--- src/rtl/ip_checksum_gen_if.sv ---
// AXI4-Stream bundle used on both sides of the IPv4 checksum generator.
// The master drives the beat, the slave drives tready.
interface ip_checksum_gen_if #(
   parameter int DATA_WIDTH  = 256,
   parameter int TUSER_WIDTH = 128
);
   logic [DATA_WIDTH-1:0]   tdata;
   logic [DATA_WIDTH/8-1:0] tkeep;
   logic [TUSER_WIDTH-1:0]  tuser;
   logic                    tvalid;
   logic                    tlast;
   logic                    tready;

   modport master (output tdata, tkeep, tuser, tvalid, tlast, input tready);
   modport slave  (input tdata, tkeep, tuser, tvalid, tlast, output tready);
endinterface

--- src/rtl/ip_checksum_gen.sv ---
// Transmit-side IPv4 header checksum generator: recomputes the header checksum of
// eligible option-free IPv4 frames and writes it into beat 0; all other traffic passes through.
module ip_checksum_gen #(
   parameter int C_S_AXIS_DATA_WIDTH  = 256,
   parameter int C_S_AXIS_TUSER_WIDTH = 128
) (
   input  logic                  clk,
   input  logic                  reset,
   ip_checksum_gen_if.slave      s_axis,
   ip_checksum_gen_if.master     m_axis,
   output logic                  csum_inserted
);
   localparam int DW     = C_S_AXIS_DATA_WIDTH;
   localparam int UW     = C_S_AXIS_TUSER_WIDTH;
   localparam int KEEP_W = DW / 8;

   function automatic logic [15:0] word_at(input logic [DW-1:0] d, input int n);
      return {d[8*n +: 8], d[8*(n+1) +: 8]};
   endfunction

   logic              h_valid_q, h_valid_d;
   logic [DW-1:0]     h_data_q, h_data_d;
   logic [KEEP_W-1:0] h_keep_q, h_keep_d;
   logic [UW-1:0]     h_user_q, h_user_d;
   logic              h_last_q, h_last_d;
   logic              h_first_q, h_first_d;
   logic              h_elig_q, h_elig_d;

   logic              o_valid_q, o_valid_d;
   logic [DW-1:0]     o_data_q, o_data_d;
   logic [KEEP_W-1:0] o_keep_q, o_keep_d;
   logic [UW-1:0]     o_user_q, o_user_d;
   logic              o_last_q, o_last_d;
   logic              o_ins_q, o_ins_d;

   logic              first_q, first_d;
   logic [19:0]       psum_q, psum_d;

   logic              hold_ok, o_space, h_move, s_ready, s_accept, elig_new;
   logic [19:0]       psum_new, sum_full;
   logic [16:0]       fold1;
   logic [15:0]       fold2, csum;

   // Partial sum of the eight header words carried by beat 0 (checksum word skipped).
   always_comb begin
      psum_new = '0;
      for (int i = 14; i < 32; i += 2) begin
         if (i != 24) psum_new = psum_new + {4'd0, word_at(s_axis.tdata, i)};
      end
   end

   always_comb begin
      sum_full = psum_q + {4'd0, word_at(s_axis.tdata, 0)};
      fold1    = {1'b0, sum_full[15:0]} + {13'd0, sum_full[19:16]};
      fold2    = fold1[15:0] + {15'd0, fold1[16]};
      csum     = ~fold2;

      elig_new = (s_axis.tdata[8*12 +: 8] == 8'h08) && (s_axis.tdata[8*13 +: 8] == 8'h00) &&
                 (s_axis.tdata[8*14 +: 8] == 8'h45) && (&s_axis.tkeep) && !s_axis.tlast;

      // A multi-beat beat 0 may only leave H on the edge that accepts beat 1,
      // since the checksum needs beat 1's first word.
      hold_ok  = !h_first_q || h_last_q || s_axis.tvalid;
      o_space  = !o_valid_q || m_axis.tready;
      h_move   = h_valid_q && o_space && hold_ok;
      s_ready  = !h_valid_q || h_move;
      s_accept = s_axis.tvalid && s_ready;
   end

   always_comb begin
      h_valid_d = h_valid_q;
      h_data_d  = h_data_q;
      h_keep_d  = h_keep_q;
      h_user_d  = h_user_q;
      h_last_d  = h_last_q;
      h_first_d = h_first_q;
      h_elig_d  = h_elig_q;
      first_d   = first_q;
      psum_d    = psum_q;

      o_valid_d = o_valid_q;
      o_data_d  = o_data_q;
      o_keep_d  = o_keep_q;
      o_user_d  = o_user_q;
      o_last_d  = o_last_q;
      o_ins_d   = o_ins_q;

      if (h_move) h_valid_d = 1'b0;

      if (s_accept) begin
         h_valid_d = 1'b1;
         h_data_d  = s_axis.tdata;
         h_keep_d  = s_axis.tkeep;
         h_user_d  = s_axis.tuser;
         h_last_d  = s_axis.tlast;
         h_first_d = first_q;
         h_elig_d  = first_q && elig_new;
         first_d   = s_axis.tlast;
         if (first_q) psum_d = psum_new;
      end

      if (h_move) begin
         o_valid_d = 1'b1;
         o_data_d  = h_data_q;
         o_keep_d  = h_keep_q;
         o_user_d  = h_user_q;
         o_last_d  = h_last_q;
         o_ins_d   = h_first_q && h_elig_q;
         if (h_first_q && h_elig_q) begin
            o_data_d[8*24 +: 8] = csum[15:8];
            o_data_d[8*25 +: 8] = csum[7:0];
         end
      end else if (m_axis.tready) begin
         o_valid_d = 1'b0;
      end
   end

   always_ff @(posedge clk) begin
      if (reset) begin
         h_valid_q <= 1'b0;
         h_data_q  <= '0;
         h_keep_q  <= '0;
         h_user_q  <= '0;
         h_last_q  <= 1'b0;
         h_first_q <= 1'b0;
         h_elig_q  <= 1'b0;
         first_q   <= 1'b1;
         psum_q    <= '0;
         o_valid_q <= 1'b0;
         o_data_q  <= '0;
         o_keep_q  <= '0;
         o_user_q  <= '0;
         o_last_q  <= 1'b0;
         o_ins_q   <= 1'b0;
      end else begin
         h_valid_q <= h_valid_d;
         h_data_q  <= h_data_d;
         h_keep_q  <= h_keep_d;
         h_user_q  <= h_user_d;
         h_last_q  <= h_last_d;
         h_first_q <= h_first_d;
         h_elig_q  <= h_elig_d;
         first_q   <= first_d;
         psum_q    <= psum_d;
         o_valid_q <= o_valid_d;
         o_data_q  <= o_data_d;
         o_keep_q  <= o_keep_d;
         o_user_q  <= o_user_d;
         o_last_q  <= o_last_d;
         o_ins_q   <= o_ins_d;
      end
   end

   assign s_axis.tready = s_ready;
   assign m_axis.tvalid = o_valid_q;
   assign m_axis.tdata  = o_data_q;
   assign m_axis.tkeep  = o_keep_q;
   assign m_axis.tuser  = o_user_q;
   assign m_axis.tlast  = o_last_q;
   assign csum_inserted = o_valid_q && o_ins_q && m_axis.tready;
endmodule

--- src/flat_wrapper.sv ---
// flat-port wrapper written by rule: the top's interface ports become plain ports
module ip_checksum_gen_flat 
#(
   parameter int C_S_AXIS_DATA_WIDTH  = 256,
   parameter int C_S_AXIS_TUSER_WIDTH = 128
)
  (clk, reset, csum_inserted, s_axis_tdata, s_axis_tkeep, s_axis_tuser, s_axis_tvalid, s_axis_tlast, s_axis_tready, m_axis_tdata, m_axis_tkeep, m_axis_tuser, m_axis_tvalid, m_axis_tlast, m_axis_tready);
  ip_checksum_gen_if s_axis_i ();
  ip_checksum_gen_if m_axis_i ();
  input  logic clk;
  input  logic reset;
  output logic csum_inserted;
  input wire logic [$bits(s_axis_i.tdata)-1:0] s_axis_tdata;
  input wire logic [$bits(s_axis_i.tkeep)-1:0] s_axis_tkeep;
  input wire logic [$bits(s_axis_i.tuser)-1:0] s_axis_tuser;
  input wire logic [$bits(s_axis_i.tvalid)-1:0] s_axis_tvalid;
  input wire logic [$bits(s_axis_i.tlast)-1:0] s_axis_tlast;
  output wire logic [$bits(s_axis_i.tready)-1:0] s_axis_tready;
  output wire logic [$bits(m_axis_i.tdata)-1:0] m_axis_tdata;
  output wire logic [$bits(m_axis_i.tkeep)-1:0] m_axis_tkeep;
  output wire logic [$bits(m_axis_i.tuser)-1:0] m_axis_tuser;
  output wire logic [$bits(m_axis_i.tvalid)-1:0] m_axis_tvalid;
  output wire logic [$bits(m_axis_i.tlast)-1:0] m_axis_tlast;
  input wire logic [$bits(m_axis_i.tready)-1:0] m_axis_tready;
  assign s_axis_i.tdata = s_axis_tdata;
  assign s_axis_i.tkeep = s_axis_tkeep;
  assign s_axis_i.tuser = s_axis_tuser;
  assign s_axis_i.tvalid = s_axis_tvalid;
  assign s_axis_i.tlast = s_axis_tlast;
  assign s_axis_tready = s_axis_i.tready;
  assign m_axis_tdata = m_axis_i.tdata;
  assign m_axis_tkeep = m_axis_i.tkeep;
  assign m_axis_tuser = m_axis_i.tuser;
  assign m_axis_tvalid = m_axis_i.tvalid;
  assign m_axis_tlast = m_axis_i.tlast;
  assign m_axis_i.tready = m_axis_tready;
  ip_checksum_gen #(.C_S_AXIS_DATA_WIDTH(C_S_AXIS_DATA_WIDTH), .C_S_AXIS_TUSER_WIDTH(C_S_AXIS_TUSER_WIDTH)) u_core (.clk(clk), .reset(reset), .s_axis(s_axis_i), .m_axis(m_axis_i), .csum_inserted(csum_inserted));
endmodule
--- config.mk ---
export PLATFORM = sky130hd
export DESIGN_NAME = ip_checksum_gen_flat
export DESIGN_NICKNAME = d
export VERILOG_FILES = /design/src/rtl/ip_checksum_gen_if.sv /design/src/rtl/ip_checksum_gen.sv /design/src/flat_wrapper.sv
export SDC_FILE = /design/constraint.sdc
export NUM_CORES = 2
export LEC_CHECK = 0
export CORE_MARGIN = 5
export CORE_UTILIZATION = 35
export DETAILED_ROUTE_END_ITERATION = 10
export GPL_ROUTABILITY_DRIVEN = 0
export MAX_ROUTING_LAYER = met4
export PLACE_DENSITY = 0.7
export SYNTH_ARGS = -nofsm -noshare
export SYNTH_HDL_FRONTEND = slang
export SYNTH_SLANG_ARGS = --single-unit
export TNS_END_PERCENT = 1
--- constraint.sdc ---
create_clock -name clk -period 12.5 [get_ports clk]
set_input_delay 2.5 -clock clk [delete_from_list [all_inputs] [get_ports clk]]
set_output_delay 2.5 -clock clk [all_outputs]
set_load 0.05 [all_outputs]
# Word-level counts from Yosys, hierarchy flattened
# Index checks and enable logic that the tools add are counted.
# word_totals
reg_bits	860
latchBits	0
ram_bits	0
inputBits	421
word_cells	57
out_inout_bits	420
romBits	0
n_memories	0
# classes
n_reduce_logical	24
addsub	10
n_div	0
n_eq_ne	2
n_shift	0
multipliers	0
muxes	5
n_lt_le_gt_ge	0
n_bitwise	1
# ops
operator	n
$add 20x16->20	7
$reduce_and 32->1	1
$add 16x16->17	1
$add 16x4->17	1
$add 16x1->16	1
$mux 16	1
$not 16->16	1
$logic_and 1x1->1	11
$eq 8x4->1 const B	1
$eq 8x7->1 const B	1
$logic_not 8->1	1
$logic_not 1->1	4
$logic_or 1x1->1	4
$mux 1	4
$reduce_bool 2->1	2
$reduce_and 2->1	1

# Depth between registers and ports, before layout
# logic_depth
word_depth	7
depth_mapped	28
mapped_depth_nobuf	28

# Worst setup path before layout
# Ideal clock, no wire load.
# synth_path
path_kind	input -> register
from	input s_axis_tdata[120]
to	register u_core.psum_q[18]
setup_slack_ns	4.503
stages	27
arrival_ns	7.856
setup_time_ns	0.140
n_path_buf	0
t_required_ns	12.360
path_cell_list	ha_1 inv_1 fa_1 nor2b_1 o21ai_0 a21boi_0 o21ai_0 a21boi_0 o2111ai_1 nand3_1 nand2_1 xnor2_1 fa_1 inv_1 fa_1 fa_1 fa_1 inv_1 ha_1 nor2b_1 o21ai_0 nand2b_1 nand3_1 nand2_1 a211o_1 o311ai_0 o211ai_1
# synth_between
elab_chain_cells	7
# synth_rtl
item	line_no	source
start: declaration	flat_wrapper.sv:13	input wire logic [$bits(s_axis_i.tdata)-1:0] s_axis_tdata;
$add 16x16->17	ip_checksum_gen.sv:48	if (i != 24) psum_new = psum_new + {4'd0, word_at(s_axis.tdata, i)};
$add 20x16->20 (6 in series)	ip_checksum_gen.sv:48	
end signal: assignment	ip_checksum_gen.sv:144	psum_q <= psum_d;
end: declaration	ip_checksum_gen.sv:37	logic [19:0] psum_q, psum_d;
# Every way passes these cells.
# A chain may end at the register's enable or synchronous reset.

# Worst setup path in the final report
# layout_path
from	input s_axis_tdata[136]
to	register u_core.psum_q[19]
# The elaborated chain is that of the path after synthesis.

==> run metrics <==
most area-hungry cell type in the Yosys netlist sky130_fd_sc_hd__dfxtp_1; synthesis-to-finish area growth 36.1%; final max-slew violation count 0; post-synthesis sequential element count 860; GRT Residual Overflow 0; GRT Resource Usage Total 0.230; pin count of the biggest net entering global routing 213; number of instances resized during post-cts repair 0; Fmax 0.116 GHz; effective utilization at floorplan 0.353; Layout Cell Area excl Fill 0.0473 mm2; Critical Setup Path Class primary input to flop; core utilization of the finished layout 0.480; CP Launch Type primary input; fraction of synthesized cell area taken by the top area cell type 0.496; hold violation total from the final report 0; Finish-stage setup viols 0; total wire length ~120 mm; routed length per placed instance 19.4 um; number of placement rows 115; detailed router's first-iteration violation count 2543; CTS clk-pin slew, worst paths 0.06 ns; Data required, critical path 13.00 ns; die span in y 325 um; shortest period the worst path allows 8.60 ns; share of layout cells above drive strength 1 0.0411; Top cell by count, worst path sky130_fd_sc_hd__fa_1; post-synthesis cell area 0.0347 mm2; First-pass DRT Iterations 8; leading post-synthesis cells by instance count sky130_fd_sc_hd__nand2_1, sky130_fd_sc_hd__a21oi_1, sky130_fd_sc_hd__dfxtp_1, sky130_fd_sc_hd__clkbuf_1, sky130_fd_sc_hd__inv_1; Post-synth EDFFs 0; fraction of registers with async set or reset after synthesis 0; via density per instance roughly 5.0; quantity of hold-fixing buffers added after cts 0; Cell Count, Final, Fillers Out 6433; average size of a mapped cell 7.91 um2; area of the die 0.106 mm2; number of buffers created by CTS 94; highest fanout seen on the critical path 5; number of clock sinks 860; max cap viols 0; number of nets in the finished design around 5600; maximum vdd drop 0.135 mV; slew margin rel. 0.232; Max Clock Skew 0.0251 ns; hpwl dp 88.3 mm; Clock Latency Late Sink 0.68 ns; sum of negative setup slack 0 ns; number of cells produced by synthesis 4388; Crit-path slowest cell sky130_fd_sc_hd__clkdlybuf4s50_1; Placement Cell Area 0.0439 mm2; PortBufs 840; initial antenna violation count 15; Critical Path Max Stage Delay around 0.50 ns; DRC errors left 0; Buf+Inv Stages, Crit Path 4; ratio of final minimum period to clock period 0.688; setup slack on the worst flop-to-flop path roughly 6.5 ns; cells taking the most area after synthesis sky130_fd_sc_hd__dfxtp_1, sky130_fd_sc_hd__nand2_1, sky130_fd_sc_hd__a21oi_1; TritonCTS clock tree done; leakage power figure 0.0175 uW; PD cells around 170 mW/mm2; Worst-Margin Slew 1.15 ns; htree depth 3; Top Family by Delay on Critical Path adder cells; CTS max path bufs 3; distinct cell type count after synthesis 86; global-route wire length before repair approximately 190 mm; unrepaired setup endpoints after global routing no; Tightest Hold Check Type flop to flop; run status complete, no violations; horizontal die dimension roughly 320 um; Yosys warning total 0; io pins 841; number of placed instances, taps included around 6200; number of vias after detailed routing 32300; number of nets still failing antenna checks after routing 0; most common cell in the netlist sky130_fd_sc_hd__nand2_1; Worst Setup End Kind flop; Core Footprint 0.0984 mm2; worst-case hold slack 0.443 ns; cell at the root of the clock tree sky130_fd_sc_hd__clkbuf_16; number of global-route vias before repair about 30000; top_reg_cell synth sky130_fd_sc_hd__dfxtp_1; Setup Fix Bufs, Post-CTS 0; Worst EP arrival 9.10 ns; nets in the synthesized netlist 4951; sequential area share after synthesis 0.496
==> placed cells by master, fill, tap and decap left out, drive strengths merged, types with 8 or more instances in the layout <==
master and instances:
nand2 1710, a211oi 12, o21a 9, nor2b 9, nand2b 11, xnor2 34, clkdlybuf4s50 838, and3 10
clkbuf 129, dfxtp 860, o21ai 30, diode 17, inv 129, fa 81, nor2 44, bufinv 10
xor2 11, buf 22, ha 61, nand4 10, a21o 11, clkinv 25, nor4 14, a21oi 875
nand3 31, nor3 26, o211ai 8
==> per-stage QoR <==
stage / total power (uW) / setup WS (ns)
3_5_place_dp: 5340 / 3.35
5_1_grt: 8680 / 3.49
4_1_cts: 8310 / 4.09
3_3_place_gp: 5290 / 3.52
6_report: 8250 / 3.90
2_1_floorplan: 4650 / 4.50
==> worst reg2reg max path: stages, from the launching register on <==
cell and delay (ns):
sky130_fd_sc_hd__dfxtp_1 0.34, sky130_fd_sc_hd__ha_1 0.24, sky130_fd_sc_hd__fa_1 0.45, sky130_fd_sc_hd__a211o_1 0.38, sky130_fd_sc_hd__a21boi_0 0.20, sky130_fd_sc_hd__o21ai_1 0.18, sky130_fd_sc_hd__a21oi_1 0.20, sky130_fd_sc_hd__o21bai_1 0.08
sky130_fd_sc_hd__a21o_1 0.18, sky130_fd_sc_hd__a21o_1 0.20, sky130_fd_sc_hd__xor2_1 0.14, sky130_fd_sc_hd__ha_1 0.20, sky130_fd_sc_hd__fa_1 0.22, sky130_fd_sc_hd__nand3_1 0.10, sky130_fd_sc_hd__nand2_1 0.20, sky130_fd_sc_hd__nand3_2 0.22
sky130_fd_sc_hd__nor3b_1 0.26, sky130_fd_sc_hd__ha_1 0.20, sky130_fd_sc_hd__nand3_1 0.10, sky130_fd_sc_hd__nor3_1 0.40, sky130_fd_sc_hd__a31o_2 0.26, sky130_fd_sc_hd__nand4b_1 0.19, sky130_fd_sc_hd__a311oi_4 0.35, sky130_fd_sc_hd__xnor3_1 0.39
sky130_fd_sc_hd__nand2_1 0.08, sky130_fd_sc_hd__a31oi_1 0.09
==> flip-flops by register name (all words and copies together) (netlist names) <==
register and cells:
u_core.first_q 1, u_core.h_data_q 256, u_core.h_elig_q 1, u_core.h_first_q 1
u_core.h_keep_q 32, u_core.h_last_q 1, u_core.h_user_q 128, u_core.h_valid_q 1
u_core.m_axis.tdata 256, u_core.m_axis.tkeep 32, u_core.m_axis.tlast 1, u_core.m_axis.tuser 128
u_core.m_axis.tvalid 1, u_core.o_ins_q 1, u_core.psum_q 20
==> area by class of cell <==
cell class | instances | area [um2]
inverters | 123 | 462
fillers | 9430 | 51200
clock buffers | 129 | 2680
diodes | 17 | 42.5
multi-input cells | 3112 | 16000
well taps | 1287 | 1610
repair buffers | 860 | 8650
flip-flops and latches | 860 | 17200
clock inverters | 45 | 629
==> power by group <==
part	internal, uW	leakage [uW]	switching [uW]	total [uW]
Combinational	949	0.00883	1400	2350
Sequential	2880	0.00703	87.3	2960
Clock	1730	0.00162	1200	2930
Total	5560	0.0175	2690	8250
==> worst paths after layout <==
path,to,depth (start not counted),startpoint
worst max-delay path,u_core.psum_q[19],27,s_axis_tdata[136]
worst min register to register,u_core.m_axis.tdata[227],2,u_core.h_data_q[227]
worst min-delay path,u_core.m_axis.tdata[227],2,u_core.h_data_q[227]
worst max register to register,u_core.m_axis.tdata[195],25,u_core.psum_q[0]
==> cells by family after synthesis <==
group	share of synthesized area
flops	0.496
fa+ha+maj	0.0690
simple gates	0.217
xor+xnor	0.0129
buf+inv	0.0455
compound gates	0.159
mux	0.000324
==> per-layer routing <==
| layer | up-vias | global-route usage | wire length, um | share of wire |
|---|---|---|---|---|
| li1 | 15600 | - | - | - |
| met4 | 0 | 0.0846 | 4580 | 0.037 |
| met5 | - | - | 0 | 0 |
| met2 | 1160 | 0.372 | 58800 | 0.47 |
| met1 | 15300 | 0.281 | 51500 | 0.41 |
| met3 | 202 | 0.0569 | 9930 | 0.080 |
No activity file was read; power rests on OpenSTA's default activity.
